<file path="src/rtl/stack_sequencer_if.sv">
// stack_sequencer_if: request, stack-pointer, memory bus and result signals of the stack sequencer
interface stack_sequencer_if;
  logic        start;
  logic        op_push;
  logic [1:0]  op_count;
  logic [7:0]  byte0_in;
  logic [7:0]  byte1_in;
  logic [7:0]  byte2_in;
  logic [7:0]  sp_in;
  logic        rdy;
  logic [7:0]  db_in;
  logic [15:0] address_out;
  logic [7:0]  dout;
  logic        we;
  logic        re;
  logic        sp_increment;
  logic        sp_decrement;
  logic        busy;
  logic        done;
  logic [7:0]  res0;
  logic [7:0]  res1;
  logic [7:0]  res2;
  modport master (
    output start, op_push, op_count, byte0_in, byte1_in, byte2_in, sp_in, rdy, db_in,
    input  address_out, dout, we, re, sp_increment, sp_decrement, busy, done, res0, res1, res2
  );
  modport slave (
    input  start, op_push, op_count, byte0_in, byte1_in, byte2_in, sp_in, rdy, db_in,
    output address_out, dout, we, re, sp_increment, sp_decrement, busy, done, res0, res1, res2
  );
endinterface

</file>
<file path="src/rtl/stack_sequencer.sv">
// stack_sequencer: runs 1-3 back-to-back push or pull cycles on the page-1 stack
module stack_sequencer #(
  parameter logic [7:0] STACK_PAGE = 8'h01
) (
  input logic          clk,
  input logic          reset_n,
  stack_sequencer_if.slave bus
);
  typedef enum logic [1:0] {IDLE, STEP, DONE} state_t;
  state_t      state_q;
  logic        push_q;
  logic [1:0]  cnt_q;
  logic [1:0]  k_q;
  logic [15:0] addr_q;
  logic [7:0]  dout_q;
  logic [7:0]  byte_q [3];
  logic [7:0]  res_q [3];
  logic        step;
  logic        commit;
  logic        last;
  logic [15:0] addr_d;
  logic [7:0]  byte_k;
  // Current-step decode: pulls address SP+1 because the pointer names the next free slot
  always_comb begin
    step   = state_q == STEP;
    commit = step && bus.rdy;
    last   = k_q == cnt_q - 2'd1;
    addr_d = {STACK_PAGE, push_q ? bus.sp_in : bus.sp_in + 8'd1};
    byte_k = k_q == 2'd0 ? byte_q[0] : k_q == 2'd1 ? byte_q[1] : byte_q[2];
  end
  // Outside STEP the bus shows the last committed address/data so it never glitches in IDLE
  assign bus.address_out  = step ? addr_d : addr_q;
  assign bus.dout         = step && push_q ? byte_k : dout_q;
  assign bus.we           = step && push_q;
  assign bus.re           = step && !push_q;
  assign bus.sp_decrement = commit && push_q;
  assign bus.sp_increment = commit && !push_q;
  assign bus.busy         = state_q != IDLE;
  assign bus.done         = state_q == DONE;
  assign bus.res0         = res_q[0];
  assign bus.res1         = res_q[1];
  assign bus.res2         = res_q[2];
  // Sequencer FSM: capture request, advance one byte per ready cycle, pulse done
  always_ff @(posedge clk or negedge reset_n) begin
    if (!reset_n) begin
      state_q <= IDLE;
      push_q  <= 1'b0;
      cnt_q   <= 2'd0;
      k_q     <= 2'd0;
      addr_q  <= 16'd0;
      dout_q  <= 8'd0;
      byte_q  <= '{default: 8'd0};
      res_q   <= '{default: 8'd0};
    end else if (state_q == IDLE) begin
      if (bus.start && bus.op_count != 2'd0) begin
        state_q <= STEP;
        push_q  <= bus.op_push;
        cnt_q   <= bus.op_count;
        k_q     <= 2'd0;
        byte_q  <= '{bus.byte0_in, bus.byte1_in, bus.byte2_in};
      end
    end else if (commit) begin
      addr_q <= addr_d;
      if (push_q) dout_q <= byte_k;
      else res_q[k_q] <= bus.db_in;
      k_q     <= k_q + 2'd1;
      state_q <= last ? DONE : STEP;
    end else if (state_q == DONE) begin
      state_q <= IDLE;
    end
  end
endmodule
</file>
<file path="src/flat_wrapper.sv">
// flat-port wrapper written by rule: the top's interface ports become plain ports
module stack_sequencer_flat 
#(
  parameter logic [7:0] STACK_PAGE = 8'h01
)
  (clk, reset_n, bus_start, bus_op_push, bus_op_count, bus_byte0_in, bus_byte1_in, bus_byte2_in, bus_sp_in, bus_rdy, bus_db_in, bus_address_out, bus_dout, bus_we, bus_re, bus_sp_increment, bus_sp_decrement, bus_busy, bus_done, bus_res0, bus_res1, bus_res2);
  stack_sequencer_if bus_i ();
  input logic clk;
  input logic reset_n;
  input wire logic [$bits(bus_i.start)-1:0] bus_start;
  input wire logic [$bits(bus_i.op_push)-1:0] bus_op_push;
  input wire logic [$bits(bus_i.op_count)-1:0] bus_op_count;
  input wire logic [$bits(bus_i.byte0_in)-1:0] bus_byte0_in;
  input wire logic [$bits(bus_i.byte1_in)-1:0] bus_byte1_in;
  input wire logic [$bits(bus_i.byte2_in)-1:0] bus_byte2_in;
  input wire logic [$bits(bus_i.sp_in)-1:0] bus_sp_in;
  input wire logic [$bits(bus_i.rdy)-1:0] bus_rdy;
  input wire logic [$bits(bus_i.db_in)-1:0] bus_db_in;
  output wire logic [$bits(bus_i.address_out)-1:0] bus_address_out;
  output wire logic [$bits(bus_i.dout)-1:0] bus_dout;
  output wire logic [$bits(bus_i.we)-1:0] bus_we;
  output wire logic [$bits(bus_i.re)-1:0] bus_re;
  output wire logic [$bits(bus_i.sp_increment)-1:0] bus_sp_increment;
  output wire logic [$bits(bus_i.sp_decrement)-1:0] bus_sp_decrement;
  output wire logic [$bits(bus_i.busy)-1:0] bus_busy;
  output wire logic [$bits(bus_i.done)-1:0] bus_done;
  output wire logic [$bits(bus_i.res0)-1:0] bus_res0;
  output wire logic [$bits(bus_i.res1)-1:0] bus_res1;
  output wire logic [$bits(bus_i.res2)-1:0] bus_res2;
  assign bus_i.start = bus_start;
  assign bus_i.op_push = bus_op_push;
  assign bus_i.op_count = bus_op_count;
  assign bus_i.byte0_in = bus_byte0_in;
  assign bus_i.byte1_in = bus_byte1_in;
  assign bus_i.byte2_in = bus_byte2_in;
  assign bus_i.sp_in = bus_sp_in;
  assign bus_i.rdy = bus_rdy;
  assign bus_i.db_in = bus_db_in;
  assign bus_address_out = bus_i.address_out;
  assign bus_dout = bus_i.dout;
  assign bus_we = bus_i.we;
  assign bus_re = bus_i.re;
  assign bus_sp_increment = bus_i.sp_increment;
  assign bus_sp_decrement = bus_i.sp_decrement;
  assign bus_busy = bus_i.busy;
  assign bus_done = bus_i.done;
  assign bus_res0 = bus_i.res0;
  assign bus_res1 = bus_i.res1;
  assign bus_res2 = bus_i.res2;
  stack_sequencer #(.STACK_PAGE(STACK_PAGE)) u_core (.clk(clk), .reset_n(reset_n), .bus(bus_i));
endmodule
</file>
<file path="config.mk">
export PLATFORM = sky130hd
export DESIGN_NAME = stack_sequencer_flat
export DESIGN_NICKNAME = d
export VERILOG_FILES = /design/src/rtl/stack_sequencer_if.sv /design/src/rtl/stack_sequencer.sv /design/src/flat_wrapper.sv
export SDC_FILE = /design/constraint.sdc
export NUM_CORES = 1
export LEC_CHECK = 0
export ABC_AREA = 1
export CELL_PAD_IN_SITES_DETAIL_PLACEMENT = 1
export CELL_PAD_IN_SITES_GLOBAL_PLACEMENT = 1
export CORE_MARGIN = 2
export CORE_UTILIZATION = 31
export DETAILED_ROUTE_END_ITERATION = 16
export PLACE_DENSITY_LB_ADDON = 0.05
export RECOVER_POWER = 50
export SYNTH_ARGS = -nofsm -noshare
export SYNTH_HDL_FRONTEND = slang
export SYNTH_SLANG_ARGS = --single-unit
</file>
<file path="constraint.sdc">
create_clock -name clk -period 1.7 [get_ports clk]
set_input_delay 0.425 -clock clk [delete_from_list [all_inputs] [get_ports clk]]
set_output_delay 0.425 -clock clk [all_outputs]
set_load 0.05 [all_outputs]
</file>
**After elaboration in Yosys (flattened, before gate mapping)**

Cells that the tools add are included.

- Add/sub/neg operators: 3
- $lt $le $gt $ge: 2
- Eq/ne operators: 5
- Muxes and demuxes: 16
- Bitwise logic cells: 3
- Reduce and logical (&&, ||, !) cells: 20

Operators by type and width:

| operator | count |
|---|---|
| 8-bit 2-to-1 mux | 5 |
| 24-bit bitwise mux | 1 |
| 8-bit demux with 2-bit select | 1 |
| 2-bit 2-to-1 mux | 8 |
| 9-bit 2-to-1 mux | 1 |
| 8-bit by 1-bit adder with 8-bit output (second input constant) | 1 |
| 2-bit AND reduction | 4 |
| 1-bit logical AND | 7 |
| 3-bit AND reduction | 2 |
| 2-bit nonzero test | 3 |
| 2-bit by 1-bit equality test with 1-bit output (second input constant) | 2 |
| 2-bit zero test | 2 |
| 3-bit greater-or-equal comparator (second input constant) | 1 |
| 3-bit by 1-bit less-than comparator with 1-bit output (second input constant) | 1 |
| 2-bit NOT with 3-bit output | 1 |
| 3-bit nonzero test | 1 |
| 2-bit by 1-bit adder with 2-bit output (second input constant) | 1 |
| 2-bit equality test | 1 |
| 2-bit equality test (second input constant) | 1 |
| 2-bit inequality test (second input constant) | 1 |
| 1-bit NOT | 2 |
| 2-bit by 1-bit subtractor with 2-bit output (second input constant) | 1 |
| 1-bit zero test | 1 |

- Register bits: 72
- Bits of input ports: 47
- Output and inout bits: 54
- Logic and storage cells: 61

**Depth between registers and ports, before layout**

- Word-level depth: 6
- Depth in mapped cells: 8
- Gate-level depth less buffers: 7

**Least setup slack after synthesis**

Ideal clock, no wire load.

- Path kind: register to output
- Start point: register u_core.push_q
- End point: output bus_dout[2]
- Data arrival time: 1.945 ns
- Required time: 1.275 ns
- Setup slack: -0.670 ns
- Stages on the path, launching flop included: 6
- Buffers on the path: 1
- Path through: dfrtp_1 -> inv_4 -> nor2_4 -> inv_2 -> buf_6 -> o21ai_1

- Word-level cells in the longest chain between the ends: 2

RTL lines:

| element | RTL line | RTL |
|---|---|---|
| start: declaration | stack_sequencer.sv:11 | `logic push_q;` |
| start signal: assignment | stack_sequencer.sv:57 | `push_q <= bus.op_push;` |
| 1-bit logical AND | - |  |
| net bus_we | flat_wrapper.sv:21 | `output wire logic [$bits(bus_i.we)-1:0] bus_we;` |
| 8-bit 2-to-1 mux | stack_sequencer.sv:33 | `assign bus.dout = step && push_q ? byte_k : dout_q;` |
| end: declaration | flat_wrapper.sv:20 | `output wire logic [$bits(bus_i.dout)-1:0] bus_dout;` |

The timed path passes the listed nets, and every way through them passes these cells.

**Final worst setup path**

- Start point: register u_core.push_q
- End point: output bus_address_out[6]

- Word-level cells in the longest chain between the ends: 2

RTL lines:

| element | RTL line | RTL |
|---|---|---|
| 8-bit 2-to-1 mux | stack_sequencer.sv:28 | `addr_d = {STACK_PAGE, push_q ? bus.sp_in : bus.sp_in + 8'd1};` |
| 9-bit 2-to-1 mux | stack_sequencer.sv:32 | `assign bus.address_out = step ? addr_d : addr_q;` |
| end: declaration | flat_wrapper.sv:19 | `output wire logic [$bits(bus_i.address_out)-1:0] bus_address_out;` |

No other way between the ends.

==> results.json <==
{
  "yosys.area.top_type_share_pct": 52.1,
  "antenna_cells": 0,
  "portBuffers": 93,
  "cap_violations": 0,
  "syn_avg_cell_area_sq_um": 8.25,
  "worst_slack_ns": -0.430,
  "critPathLaunch": "u_core.push_q$_DFFE_PN0P_",
  "cp.required_ns": 1.27,
  "slowest_stage": "dfrtp_1",
  "cp-end-kind": "output port",
  "drtIter0Drc": 167,
  "area_growth_pct": 70.1,
  "power_w": 0.0135,
  "worst_pin_slew_ns": 0.644,
  "rows": 38,
  "cp_max_fo": 4,
  "min_period_ns": 2.13,
  "finalClockSkew_ns": 0.00881,
  "crit_arrival_ns": 1.71,
  "first_pass_iters": 4,
  "ys_ff_latch": 72,
  "synthesis.area_sq_um": 3460,
  "clock_path_buffers": 2,
  "clk_pin_slew_ns": 0.08,
  "htreeDepth": 3,
  "dieArea_sq_um": 12000,
  "fp.dieW_um": 110,
  "grt_max_degree": 46,
  "vias_per_cell": 4.60,
  "start_util_pct": 31.9,
  "violations": "setup timing",
  "r2r_cells": 9,
  "cts_tree": "yes",
  "clk-insertion-delay-late_ns": 0.35,
  "regToRegEndpoint": "u_core.bus.res2[3]$_DFFE_PN0P_",
  "fmax_ghz": 0.469,
  "r2r-start": "u_core.state_q[1]$_DFFE_PN0P_",
  "yosysWarnings": 0,
  "final_layout_size_suffix_gt1_share_pct": 36.1,
  "drc": 0,
  "peakVddDrop_mv": 1.24,
  "stdcell_count": 705,
  "nNetsFinal": 611,
  "hold_viol": 0,
  "grt_first_pass_wirelength_um": 16600,
  "cp_slowest_stage_delay_ns": 0.43,
  "antenna_left": 0,
  "crit_type": "flop to output port",
  "ys_seq_area_share_pct": 52.1,
  "dp_cells": 666,
  "fin_crit_sh_pct": 125,
  "fillers": 1229,
  "fp.dieH_um": 110,
  "globalplace.congestion": 0.803,
  "maxSlewViolCount": 0,
  "r2r_setup_slack_ns": 0.09,
  "p_leak_nw": 2.85,
  "rsz0062_at_grt": "true",
  "grt_usage_pct": 17.9,
  "yosys.area.top_type": "dfrtp_1",
  "multiInputGateArea_sq_um": 1840,
  "place_hpwl_um": 7160,
  "cp_top_family": "simple AND/OR/NAND/NOR gates",
  "setup_viol": 22,
  "antenna_found_initial": 0,
  "critPathBufInv": 3,
  "routed_wl_um": 10400,
  "grt_pass1_vias": 3359,
  "worstPathCellList": "inv_4, buf_4, nand3_2, nor2_4, nand3_1, nand2_1, nand2_1, nand2_2, buf_12",
  "clock-sinks": 72,
  "path_depth": 9,
  "synth_cell_type_count": 27,
  "status": "finished, violations left",
  "design.core.area_sq_um": 10800,
  "wl_per_cell_um": 14.8,
  "hp-class": "flop to flop",
  "endpoint": "bus_address_out[6]",
  "gr-total-overflow": 0,
  "slew_headroom_pct": 57.1,
  "path_common_cell": "nand2_1",
  "yosys-top-cells-area": "dfrtp_1 (52%), nand2_1 (14%), o21ai_0 (7.8%)",
  "register_area_sq_um": 1800,
  "cp-start-kind": "flop",
  "cts_buffers": 9,
  "p_per_area_nw_per_um2": 2300,
  "vias": 3242,
  "holdWs_ns": 0.487,
  "ioPinCount": 101,
  "root_buffer": "clkbuf_8",
  "synthCells": 419
}
cell usage after synthesis:
library cell and number:
a21o_1 1, a21oi_1 1, buf_2 6, buf_4 8, buf_6 4, clkbuf_1 4
conb_1 1, dfrtp_1 72, ha_1 4, inv_1 54, inv_2 4, inv_4 1
nand2_1 129, nand2_2 1, nand2_4 4, nand3_1 21, nand4_1 2, nor2_1 5
nor2_2 1, nor2_4 1, nor2_8 2, o21ai_0 54, o21ai_1 33, o21bai_1 1
or2_2 1, xnor2_1 2, xor2_1 2
final cells by class:
type | instances | share of cell area, %
Timing Repair Buffer | 145 | 26.4
Sequential cell | 72 | 30.7
Clock buffer | 11 | 2.41
Timing Repair inverter | 1 | 0.149
Multi-Input combinational cell | 272 | 31.4
Clock inverter | 5 | 1.77
Tap cell | 140 | 2.98
Inverter | 59 | 4.26
logic make-up after synthesis:
kind of cell	share of synthesized area, %
DFF	52.1
other	0.109
buffers and inverters	10.8
AOI/OAI and AO/OA	13.2
adders and majority gates	1.45
xor gates and xnor gates	1.01
and+or+nand+nor	21.3
worst register-to-register path, cell delays in order (launching register included):
cell and delay [ns]:
dfrtp_2 0.45, nor2_8 0.15, buf_6 0.15, nand2_8 0.07, buf_12 0.14, nor2_8 0.11, buf_6 0.18, nand2_8 0.11
nand2_1 0.08, o21ai_1 0.06
how the worst min path moves through the flow:
stage                                      start                      endpoint  slack [ns]  cells after the start
floorplan                                reset_n  u_core.addr_q[0]$_DFFE_PN0P_        0.13                      0
global placement                         reset_n  u_core.dout_q[3]$_DFFE_PN0P_        0.36                      1
detailed placement                       reset_n  u_core.dout_q[3]$_DFFE_PN0P_        0.37                      1
CTS                 u_core.dout_q[1]$_DFFE_PN0P_  u_core.dout_q[1]$_DFFE_PN0P_        0.49                      2
global route        u_core.addr_q[6]$_DFFE_PN0P_  u_core.addr_q[6]$_DFFE_PN0P_        0.51                      2
finish              u_core.addr_q[8]$_DFFE_PN0P_  u_core.addr_q[8]$_DFFE_PN0P_        0.49                      2
registers in the layout, indices dropped and copies added (netlist names):
| register | count |
|---|---|
| u_core.byte_q | 24 |
| u_core.addr_q | 9 |
| u_core.bus.res0 | 8 |
| u_core.bus.res1 | 8 |
| u_core.bus.res2 | 8 |
| u_core.dout_q | 8 |
| u_core.cnt_q | 2 |
| u_core.k_q | 2 |
| u_core.state_q | 2 |
| u_core.push_q | 1 |
through the flow:
step	setup TNS (ns)	area, sq um	utilization (%)	setup slack (ns)
2_1_floorplan	-2.39	3620	-	-0.325
3_3_place_gp	-5.75	4980	45.9	-0.565
3_5_place_dp	-7.00	4980	45.9	-0.610
4_1_cts	-6.82	5730	52.8	-0.425
5_1_grt	-9.23	5880	54.2	-0.514
6_report	-6.85	5880	54.2	-0.430
layout by cell type (no fill, tap or decap), drive strengths merged:
cell / count
bufinv: 3
dlygate4sd3: 1
nand4: 2
inv: 59
dfrtp: 72
nand2: 134
clkbuf: 23
nor2: 9
a21o: 1
clkdlybuf4s50: 40
or2: 1
clkdlybuf4s15: 2
ha: 4
o21bai: 1
xor2: 2
o21ai: 87
nand3: 21
xnor2: 2
clkinv: 2
a21oi: 1
dlygate4sd2: 3
conb: 7
buf: 87
clkinvlp: 1
what timing repair did:
action / CTS / global route
hold buffers: 1 / 0
hold endpoints to repair: 21 / 0
gates cloned: 1 / 0
resized for setup: 97 / 31
pin swaps: 35 / 16
setup endpoints to repair: 23 / 25
setup buffers: 15 / 10
metal layers:
layer / wire [um] / track usage (%) / up-vias
met5: 0 / 0 / -
met4: 163 / 5.61 / 0
met3: 363 / 2.90 / 14
met2: 5180 / 29.8 / 67
met1: 4700 / 24.0 / 1574
li1: - / - / 1587
power breakdown:
| part | switching, W | total [W] | internal [W] |
|---|---|---|---|
| registers | 0.000507 | 0.00297 | 0.00246 |
| logic | 0.00518 | 0.00887 | 0.00369 |
| clock network | 0.000661 | 0.00168 | 0.00102 |
| total | 0.00635 | 0.0135 | 0.00717 |
(Power assumes the default switching activity.)
